$ cat src/rtl/gyruss_hs_arbiter.sv
// Work-RAM port arbiter between the main CPU and the high-score interface.
// The CPU is stalled at a bus-cycle boundary before the high-score side takes the RAM.
module gyruss_hs_arbiter #(
    parameter int unsigned AW            = 11,
    parameter int unsigned DRAIN_TIMEOUT = 255
) (
    input  logic          i_clk_49m,
    input  logic          i_reset,        // active-low, asynchronous
    input  logic          i_cpu_cen,
    input  logic          i_pause,
    input  logic          i_cpu_ram_cs,
    input  logic          i_cpu_ram_we,
    input  logic [AW-1:0] i_cpu_addr,
    input  logic [7:0]    i_cpu_din,
    output logic [7:0]    o_cpu_dout,
    output logic          o_cpu_hold,
    input  logic [AW-1:0] i_hs_address,
    input  logic [7:0]    i_hs_data_in,
    output logic [7:0]    o_hs_data_out,
    input  logic          i_hs_write,
    input  logic          i_hs_access,
    output logic [AW-1:0] o_ram_addr,
    output logic [7:0]    o_ram_din,
    output logic          o_ram_we,
    input  logic [7:0]    i_ram_dout
);

    typedef enum logic [1:0] {StIdle, StDrain, StGrant, StRelease} state_e;

    localparam logic [7:0] TimeoutCnt = 8'(DRAIN_TIMEOUT);

    state_e     r_state;
    state_e     w_state_d;
    logic [7:0] r_cnt;
    logic [7:0] w_cnt_d;
    logic       r_hold;
    logic       r_cpu_rd;
    logic       r_hs_rd;
    logic [7:0] r_cpu_dout;
    logic [7:0] r_hs_dout;
    logic       w_grant;
    logic       w_we;

    always_comb begin
        w_state_d = r_state;
        w_cnt_d   = 8'd0;
        case (r_state)
            StIdle: begin
                if (i_hs_access) w_state_d = StDrain;
            end
            StDrain: begin
                w_cnt_d = (r_cnt == TimeoutCnt) ? r_cnt : r_cnt + 8'd1;
                if (!i_hs_access) begin
                    w_state_d = StRelease;
                end else if (i_cpu_cen || i_pause || (r_cnt == TimeoutCnt)) begin
                    w_state_d = StGrant;
                end
            end
            StGrant: begin
                if (!i_hs_access) w_state_d = StRelease;
            end
            StRelease: begin
                w_state_d = StIdle;
            end
            default: begin
                w_state_d = StIdle;
            end
        endcase
        if (w_state_d != StDrain) w_cnt_d = 8'd0;
    end

    assign w_grant    = (r_state == StGrant);
    assign o_ram_addr = w_grant ? i_hs_address : i_cpu_addr;
    assign o_ram_din  = w_grant ? i_hs_data_in : i_cpu_din;

    // In DRAIN the CPU's in-flight bus cycle may still complete its write.
    always_comb begin
        w_we = 1'b0;
        case (r_state)
            StIdle, StDrain: w_we = i_cpu_ram_cs & i_cpu_ram_we & i_cpu_cen;
            StGrant:         w_we = i_hs_write;
            default:         w_we = 1'b0;
        endcase
    end

    assign o_ram_we = w_we & i_reset;

    always_ff @(posedge i_clk_49m or negedge i_reset) begin
        if (!i_reset) begin
            r_state    <= StIdle;
            r_cnt      <= 8'd0;
            r_hold     <= 1'b0;
            r_cpu_rd   <= 1'b0;
            r_hs_rd    <= 1'b0;
            r_cpu_dout <= 8'h00;
            r_hs_dout  <= 8'h00;
        end else begin
            r_state  <= w_state_d;
            r_cnt    <= w_cnt_d;
            r_hold   <= (w_state_d != StIdle);
            r_cpu_rd <= ~w_grant & i_cpu_ram_cs & ~i_cpu_ram_we;
            r_hs_rd  <= w_grant;
            // RAM data arrives one cycle after the address; capture it for the owner of that address.
            if (r_cpu_rd) r_cpu_dout <= i_ram_dout;
            if (r_hs_rd)  r_hs_dout  <= i_ram_dout;
        end
    end

    assign o_cpu_hold    = r_hold;
    assign o_cpu_dout    = r_cpu_dout;
    assign o_hs_data_out = r_hs_dout;

endmodule
$ cat config.mk
export PLATFORM = sky130hd
export DESIGN_NAME = gyruss_hs_arbiter
export DESIGN_NICKNAME = d
export VERILOG_FILES = /design/src/rtl/gyruss_hs_arbiter.sv
export SDC_FILE = /design/constraint.sdc
export NUM_CORES = 1
export LEC_CHECK = 0
export ABC_CLOCK_PERIOD_IN_PS = 1410
export CORE_MARGIN = 8
export CORE_UTILIZATION = 34
export DETAILED_ROUTE_END_ITERATION = 12
export GPL_ROUTABILITY_DRIVEN = 0
export PLACE_DENSITY = 0.77
export SYNTH_ARGS = -nofsm -noshare
export SYNTH_HDL_FRONTEND = slang
export SYNTH_SLANG_ARGS = --single-unit
$ cat constraint.sdc
create_clock -name i_clk_49m -period 1.41 [get_ports i_clk_49m]
set_input_delay 0.282 -clock i_clk_49m [delete_from_list [all_inputs] [get_ports i_clk_49m]]
set_output_delay 0.282 -clock i_clk_49m [all_outputs]
set_load 0.02 [all_outputs]
# Word-level counts from Yosys, hierarchy flattened
# Cells that the tools add are included.
# word_totals
out_inout_bits,37
reg_bits,29
inputBits,54
wordCells,37
# op_classes
reduce_logical,5
n_addsub,1
eq_ne,6
bitwise_logic,7
n_mux,11
# op_table
cell,count
$mux W8,4
$mux W11,1
$add A8 B1 Y8 const B,1
$eq A8 B8 Y1 const B,1
$mux W2,4
$pmux W2 S4,1
$and A1 B1 Y1,5
$eq A2 B2 Y1 const B,2
$ne A3 B3 Y1 const B,1
$eq A2 B1 Y1 const B,1
$logic_not A2 Y1,1
$logic_or A1 B1 Y1,2
$ne A2 B1 Y1 const B,1
$not A1 Y1,2
$pmux W1 S2,1
$reduce_bool A2 Y1,1
$reduce_or A2 Y1,1

# Logic depth before layout (Yosys ltp)
# Gate-level depths: netlist of the first run.
# depth
word_depth,7
depth_mapped,5
mapped_depth_nobuf,4

# Least setup slack after synthesis of the first run
# OpenSTA, ideal clock, no wires.
# synth_timing
kind,reg2out
from,register r_state[0]
to,output o_ram_we
t_arrival_ps,1184
required_time_ps,1128
setup_slack_ps,-56
stages_incl_launch_ff,6
n_path_buf,2
path_cell_list,dfrtp_1 nor2b_1 buf_4 buf_6 nand2_1 a21boi_1
# synth_between
word_cells_on_any_way,6
classes_between,eq/ne (2); mux (1); bitwise (1); reduce/logical (2)
# synth_rtl
element,line_no,text
start: declaration,32,state_e r_state;
start signal: assignment,90,r_state <= StIdle;
start signal: assignment,98,r_state <= w_state_d;
$eq A2 B2 Y1,--,
net w_grant,41,logic w_grant;
$pmux W1 S2,79,case (r_state)
$and A1 B1 Y1,86,assign o_ram_we = w_we & i_reset;
end: declaration,24,"output logic o_ram_we,"
# The timed path passes the listed nets, and every way through them passes these cells.

# Worst setup path after layout of the first run
# layout_timing
from,register r_state[0]
to,output o_ram_din[4]
# layout_between
elab_chain_len,2
# layout_rtl
element,line_no,text
$eq A2 B2 Y1,72,assign w_grant = (r_state == StGrant);
$mux W8,74,assign o_ram_din = w_grant ? i_hs_data_in : i_cpu_din;
end: declaration,23,"output logic [7:0] o_ram_din,"
# No other way between the ends.

==> results of run 1 <==
-- repair_timing --
action | in CTS | in global routing
pin swaps | 2 | 2
setup buffers | 2 | 0
endpoints found under the setup margin | 37 | 22
resized for setup | 147 | 5
endpoints found under the hold margin | 0 | 0
cloned | 1 | 0
-- worst max-delay path: cells and delay by family (launching register included) --
family / cells / cell delay, ns
AND/OR/NAND/NOR: 1 / 0.20
multiplexers: 1 / 0.31
buffers and inverters: 2 / 0.30
flip-flops: 1 / 0.41
-- power breakdown --
group          internal [mW]  total [mW]  switching [mW]
clock network          0.440       0.741           0.302
logic                   1.41        2.59            1.18
registers               1.11        1.28           0.171
-- cells in the mapped netlist (2+ instances only) --
master    instances  area share (%)
buf_6             2             1.5
nand2_1           4            0.98
nor2_1            3            0.74
nor3_1            3            0.98
nand3_1           2            0.65
o21ai_0           3            0.98
inv_1             3            0.74
mux2_2           19              14
mux2_4           16              16
a21oi_1           3            0.98
dfrtp_1          29              47
nor3b_1           2            0.98
clkbuf_1          2            0.49
-- cell type report --
class	instances	area share, %
timing repair buffer	106	37.85
multi-input combinational	78	29.42
sequential	29	26.29
clock buffer	7	3.490
tap	52	2.357
inverter	3	0.4080
clock inverter	1	0.1813
-- state kept, by name, indices dropped and copies added, names as in the netlist --
| register | cells |
|---|---|
| o_cpu_dout | 8 |
| r_hs_rd | 1 |
| r_state | 2 |
| r_cnt | 8 |
| r_cpu_rd | 1 |
| o_hs_data_out | 8 |
| o_cpu_hold | 1 |
-- worst max path at each step --
stage,endpoint,cells past startpoint,from
2_1_floorplan,o_ram_addr[1],4,r_state[1]$_DFF_PN0_
3_3_place_gp,o_ram_we,4,i_cpu_ram_we
3_5_place_dp,o_ram_we,4,i_cpu_cen
4_1_cts,o_ram_addr[9],5,r_state[0]$_DFF_PN0_
5_1_grt,o_ram_addr[9],4,r_state[0]$_DFF_PN0_
6_report,o_ram_din[4],4,r_state[0]$_DFF_PN0_
-- kinds of logic after synthesis --
family / Yosys count / share of synthesized area [%]
flip-flops: 29 / 47.39
AND/OR/NAND/NOR: 25 / 10.13
multiplexers: 35 / 29.66
XOR/XNOR: 1 / 0.5720
buffers and inverters: 8 / 3.186
adder cells (fa/ha/maj): 1 / 0.8169
AO/OA/AOI/OAI: 16 / 8.253
-- metal layers --
metal / track usage (%) / vias up
met3: 5.371 / 5
met2: 23.90 / 68
li1: - / 638
met4: 5.272 / 0
met1: 16.38 / 628
met5: 0 / -
==> results.py, run 1 <==
metrics = {
    "outcome": {
        "outcome": "finished, violations left",
        "failed_checks": "setup timing",
    },
    "sta": {
        "setup_viol": 20,
        "drv_slew": 0,
        "period_share_pct": 126.7,
        "hold_viol": 0,
        "rsz0062_at_grt": "true",
        "fin_setup_tns_ns": -7.251,
        "hold_ws_ns": 0.4122,
        "fmax_mhz": 559.7,
        "tightest_slew_ns": 0.3647,
        "setup_ws_ns": -0.3767,
        "fin_crit_ns": 1.787,
        "skew_ns": 0.002383,
        "slew_headroom_pct": 75.68,
    },
    "final_layout": {
        "drive_gt1_share_pct": 40.63,
        "fin_nets": 278,
        "stdcell_count": 276,
        "area_growth_pct": 80.23,
        "antenna_cells": 0,
        "mostFrequentLayoutCell": "clkdlybuf4s50_1",
        "seq_area_um2": 725.7,
        "finish.instance_area_mm2": 0.002760,
        "fillers": 354,
        "layout_common_cells": "clkdlybuf4s50_1 (53), dfrtp_1 (29), buf_6 (22), mux2_4 (19), dlygate4sd2_1 (17)",
        "multi_input_area_um2": 812.0,
        "final_util_pct": 63.39,
    },
    "power": {
        "power_mw": 4.612,
        "powerDensity_mw_per_mm2": 1671,
        "leakage_nw": 1.211,
        "ir_drop_mv": 0.9319,
    },
    "worst_setup_path": {
        "cpMaxStageDelayCell": "dfrtp_1",
        "cp-start-kind": "register",
        "r2r-start": "r_cnt[1]$_DFFE_PN0P_",
        "ff2ff_setup_slack_ns": 0.07,
        "required_ns": 1.13,
        "max_stage_delay_ns": 0.41,
        "arrival_ns": 1.50,
        "critPathKind": "reg2out",
        "crit_path_end_kind": "output pin",
        "cpMostUsedCell": "buf_6",
        "worstPathCellList": "nor2b_4 > buf_6 > mux2_4 > buf_6",
        "r2r_end": "r_cnt[6]$_DFFE_PN0P_",
        "rr_worst_depth": 5,
        "cp_max_fo": 6,
    },
    "hold_path": {
        "min_path_type": "in2async",
    },
    "clocking": {
        "h-tree-depth": 2,
        "cts_buffer_depth": 2,
        "cts_made_buffers": 5,
        "clk_pin_slew_worst_paths_ns": 0.06,
        "cts.sinks": 29,
        "ctsHoldBuffers": 0,
        "cts_tree": "yes",
        "clk_latency_ns": 0.28,
        "cts_root_buffer": "clkbuf_8",
    },
    "place": {
        "pre_cts_ws_ns": -0.5812,
        "port_buffers": 90,
        "hpwl_mm": 4.042,
        "dp_cells": 266,
        "place_area_mm2": 0.002584,
    },
    "floorplanning": {
        "fp.dieH_um": 83.12,
        "row_count": 24,
        "die_w_um": 83.12,
        "start_util_pct": 35.17,
        "coreArea_mm2": 0.004354,
        "ios": 91,
        "die_area_mm2": 0.006908,
    },
    "logic_synthesis": {
        "syn_nets": 170,
        "avgSynthCellArea_um2": 13.32,
        "seq_area_frac_synth_pct": 47.39,
        "synth.distinct_cells": 37,
        "ys.flop_type": "dfrtp_1",
        "synth_cells": 115,
        "synth-async-reset-ratio_pct": 100.0,
        "ys_warn_count": 0,
        "netlist_area_mm2": 0.001531,
        "ys_ff_latch": 29,
        "synth_edf_count": 0,
    },
    "drt": {
        "wl_per_cell_um": 18.27,
        "first_iter_violations": 41,
        "num_vias": 1339,
        "wl_met2_mm": 2.456,
        "drtPass1Iterations": 3,
        "viasPerCell": 4.851,
        "drcViolationCount": 0,
        "wl_met3_um": 378,
        "drt-total-wl_mm": 5.042,
        "postRouteAntennaNets": 0,
        "m1WireLength_mm": 2.134,
        "top_layer": "met4",
    },
    "grt": {
        "grt_usage_pct": 14.39,
        "grt_max_degree": 30,
        "grt_first_pass_wirelength_mm": 7.824,
        "overflow": 0,
        "antenna_found_initial": 0,
        "grt_pass1_vias": 1370,
    },
    "flow_run": {
        "cap_viol_max_count": 0,
    },
}
Note: power is estimated with default switching activity, not from simulation.
==> run 2, diff against run 1 <==
--- a/config.mk
+++ b/config.mk
@@ -7,10 +7,13 @@
 export LEC_CHECK = 0
 export ABC_CLOCK_PERIOD_IN_PS = 1410
 export CORE_MARGIN = 8
-export CORE_UTILIZATION = 34
+export CORE_UTILIZATION = 35
+export CTS_BUF_LIST = sky130_fd_sc_hd__clkbuf_4 sky130_fd_sc_hd__clkbuf_8
 export DETAILED_ROUTE_END_ITERATION = 12
 export GPL_ROUTABILITY_DRIVEN = 0
-export PLACE_DENSITY = 0.77
+export HOLD_SLACK_MARGIN = 0.12
+export PLACE_DENSITY = 0.79
+export SLEW_MARGIN = 30
 export SYNTH_ARGS = -nofsm -noshare
 export SYNTH_HDL_FRONTEND = slang
 export SYNTH_SLANG_ARGS = --single-unit
==> results.py, run 2 (synthesis results as in run 1) <==
metrics = {
    "outcome": {
        "outcome": "finished, violations left",
        "failed_checks": "setup timing",
    },
    "worst_setup_path": {
        "r2r_end": "r_state[0]$_DFF_PN0_",
        "cpMaxStageDelayCell": "dfrtp_1",
        "ff2ff_setup_slack_ns": 0.07,
        "max_stage_delay_ns": 0.40,
        "required_ns": 1.13,
        "cp_max_fo": 5,
        "r2r-start": "r_cnt[0]$_DFFE_PN0P_",
        "cp-start-kind": "register",
        "worstPathCellList": "nor2b_4 > buf_12 > buf_12 > buf_16 > mux2_4 > buf_6",
        "critPathKind": "reg2out",
        "arrival_ns": 1.62,
        "cp_top_family": "buffers and inverters",
        "crit_buf_inv": 4,
        "crit_path_end_kind": "output pin",
        "cpMostUsedCell": "buf_12",
        "rr_worst_depth": 5,
    },
    "power": {
        "power_frac_seq_pct": 26.3,
        "p_int_mw": 3.174,
        "leakage_nw": 1.237,
        "pwr-share-comb_pct": 58.6,
        "powerDensity_mw_per_mm2": 1740,
        "ir_drop_mv": 0.5650,
        "power_mw": 4.930,
        "clkPwrFrac_pct": 15.1,
        "p_sw_mw": 1.756,
        "swShare_pct": 35.61,
    },
    "sta": {
        "tightest_slew_ns": 0.3777,
        "fmax_mhz": 526.7,
        "setup_ws_ns": -0.4885,
        "period_share_pct": 134.6,
        "fin_crit_ns": 1.898,
        "setup_viol": 20,
        "rsz0062_at_grt": "true",
        "drv_slew": 0,
        "hold_viol": 0,
        "skew_ns": 0.006981,
        "slew_headroom_pct": 74.63,
        "hold_ws_ns": 0.4200,
    },
    "drt": {
        "wl_per_cell_um": 18.85,
        "drcViolationCount": 0,
        "viasPerCell": 4.843,
        "postRouteAntennaNets": 0,
        "first_iter_violations": 46,
        "drtPass1Iterations": 4,
        "drt-total-wl_mm": 5.278,
        "num_vias": 1356,
    },
    "flow_run": {
        "cap_viol_max_count": 0,
    },
    "final_layout": {
        "fin_nets": 282,
        "mostFrequentLayoutCell": "clkdlybuf4s50_1",
        "antenna_cells": 0,
        "final_util_pct": 65.97,
        "layout_common_cells": "clkdlybuf4s50_1 (53), dfrtp_1 (29), buf_6 (20), mux2_4 (19), dlygate4sd2_1 (17)",
        "area_growth_pct": 84.97,
        "fillers": 328,
        "drive_gt1_share_pct": 41.67,
    },
    "floorplanning": {
        "start_util_pct": 35.66,
        "row_count": 24,
        "coreArea_mm2": 0.004294,
        "fp.dieH_um": 82.15,
        "die_w_um": 82.15,
        "ios": 91,
        "die_area_mm2": 0.006749,
    },
    "hold_path": {
        "min_path_type": "in2async",
    },
    "grt": {
        "grt_first_pass_wirelength_mm": 7.845,
        "grt_pass1_vias": 1553,
        "grt_max_degree": 30,
        "overflow": 0,
        "grt_usage_pct": 15.47,
        "antenna_found_initial": 0,
    },
    "clocking": {
        "cts_tree": "yes",
        "cts.sinks": 29,
        "cts_made_buffers": 5,
        "ctsHoldBuffers": 0,
        "h-tree-depth": 2,
        "cts_buffer_depth": 2,
        "clk_latency_ns": 0.28,
        "cts_root_buffer": "clkbuf_8",
        "clk_pin_slew_worst_paths_ns": 0.06,
    },
    "place": {
        "hpwl_mm": 3.790,
        "port_buffers": 90,
    },
}
## run 2: changes by cell type in the layout (fill, tap and decap cells not counted), sizes merged
| cell | change |
|---|---|
| buf | +4 |
## run 2: per-layer routing
layer / track usage (%) / routed length [um]
met1: 17.63 / 2034
met2: 26.76 / 2764
met3: 4.329 / 388
met4: 6.140 / 91
met5: 0 / 0
## run 2: area by class of cell
cell class / count / area, um^2 / area share (%)
clock buffer: 7 / 96.34 / 3.401
clock inverter: 1 / 5.005 / 0.1767
inverter: 3 / 11.26 / 0.3975
multi-input combinational: 78 / 797.0 / 28.14
sequential: 29 / 725.7 / 25.62
tap: 52 / 65.06 / 2.297
timing repair buffer: 110 / 1132 / 39.97
## run 2: power by group through the flow
stage	logic (mW)	registers (mW)	clock network, mW
6_report	2.89	1.30	0.742
3_3_place_gp	2.51	1.30	0
5_1_grt	3.02	1.34	0.820
2_1_floorplan	1.14	1.56	0
3_5_place_dp	2.56	1.31	0
4_1_cts	2.95	1.29	0.769
## run 2: worst max-delay path by stage
stage,from,end,slack (ns),cells past startpoint
6_report,r_state[0]$_DFF_PN0_,o_ram_addr[8],-0.49,6
5_1_grt,r_state[0]$_DFF_PN0_,o_ram_din[3],-0.53,6
4_1_cts,r_state[0]$_DFF_PN0_,o_ram_din[3],-0.50,6
3_5_place_dp,r_state[0]$_DFF_PN0_,o_ram_addr[0],-0.54,4
3_3_place_gp,r_state[0]$_DFF_PN0_,o_ram_din[7],-0.50,4
2_1_floorplan,r_state[1]$_DFF_PN0_,o_ram_addr[1],-0.02,4
## run 2: what timing repair did
item	CTS	global route
resized for setup	143	8
endpoints found under the setup margin	37	23
cloned	3	0
buffers inserted	5	1
pin swaps	0	3
## run 2: per-stage QoR
| step | TNS [ns] | setup slack, ns | cells | instance area [um^2] |
|---|---|---|---|---|
| after global routing | -9.042 | -0.5337 | 280 | 2833 |
| after floorplan | -0.2768 | -0.01958 | 115 | 1539 |
| after detailed placement | -10.83 | -0.5386 | 266 | 2584 |
| after CTS | -8.741 | -0.4982 | 282 | 2846 |
| after global placement | -10.27 | -0.4980 | 266 | 2584 |
| final | -8.107 | -0.4885 | 280 | 2833 |
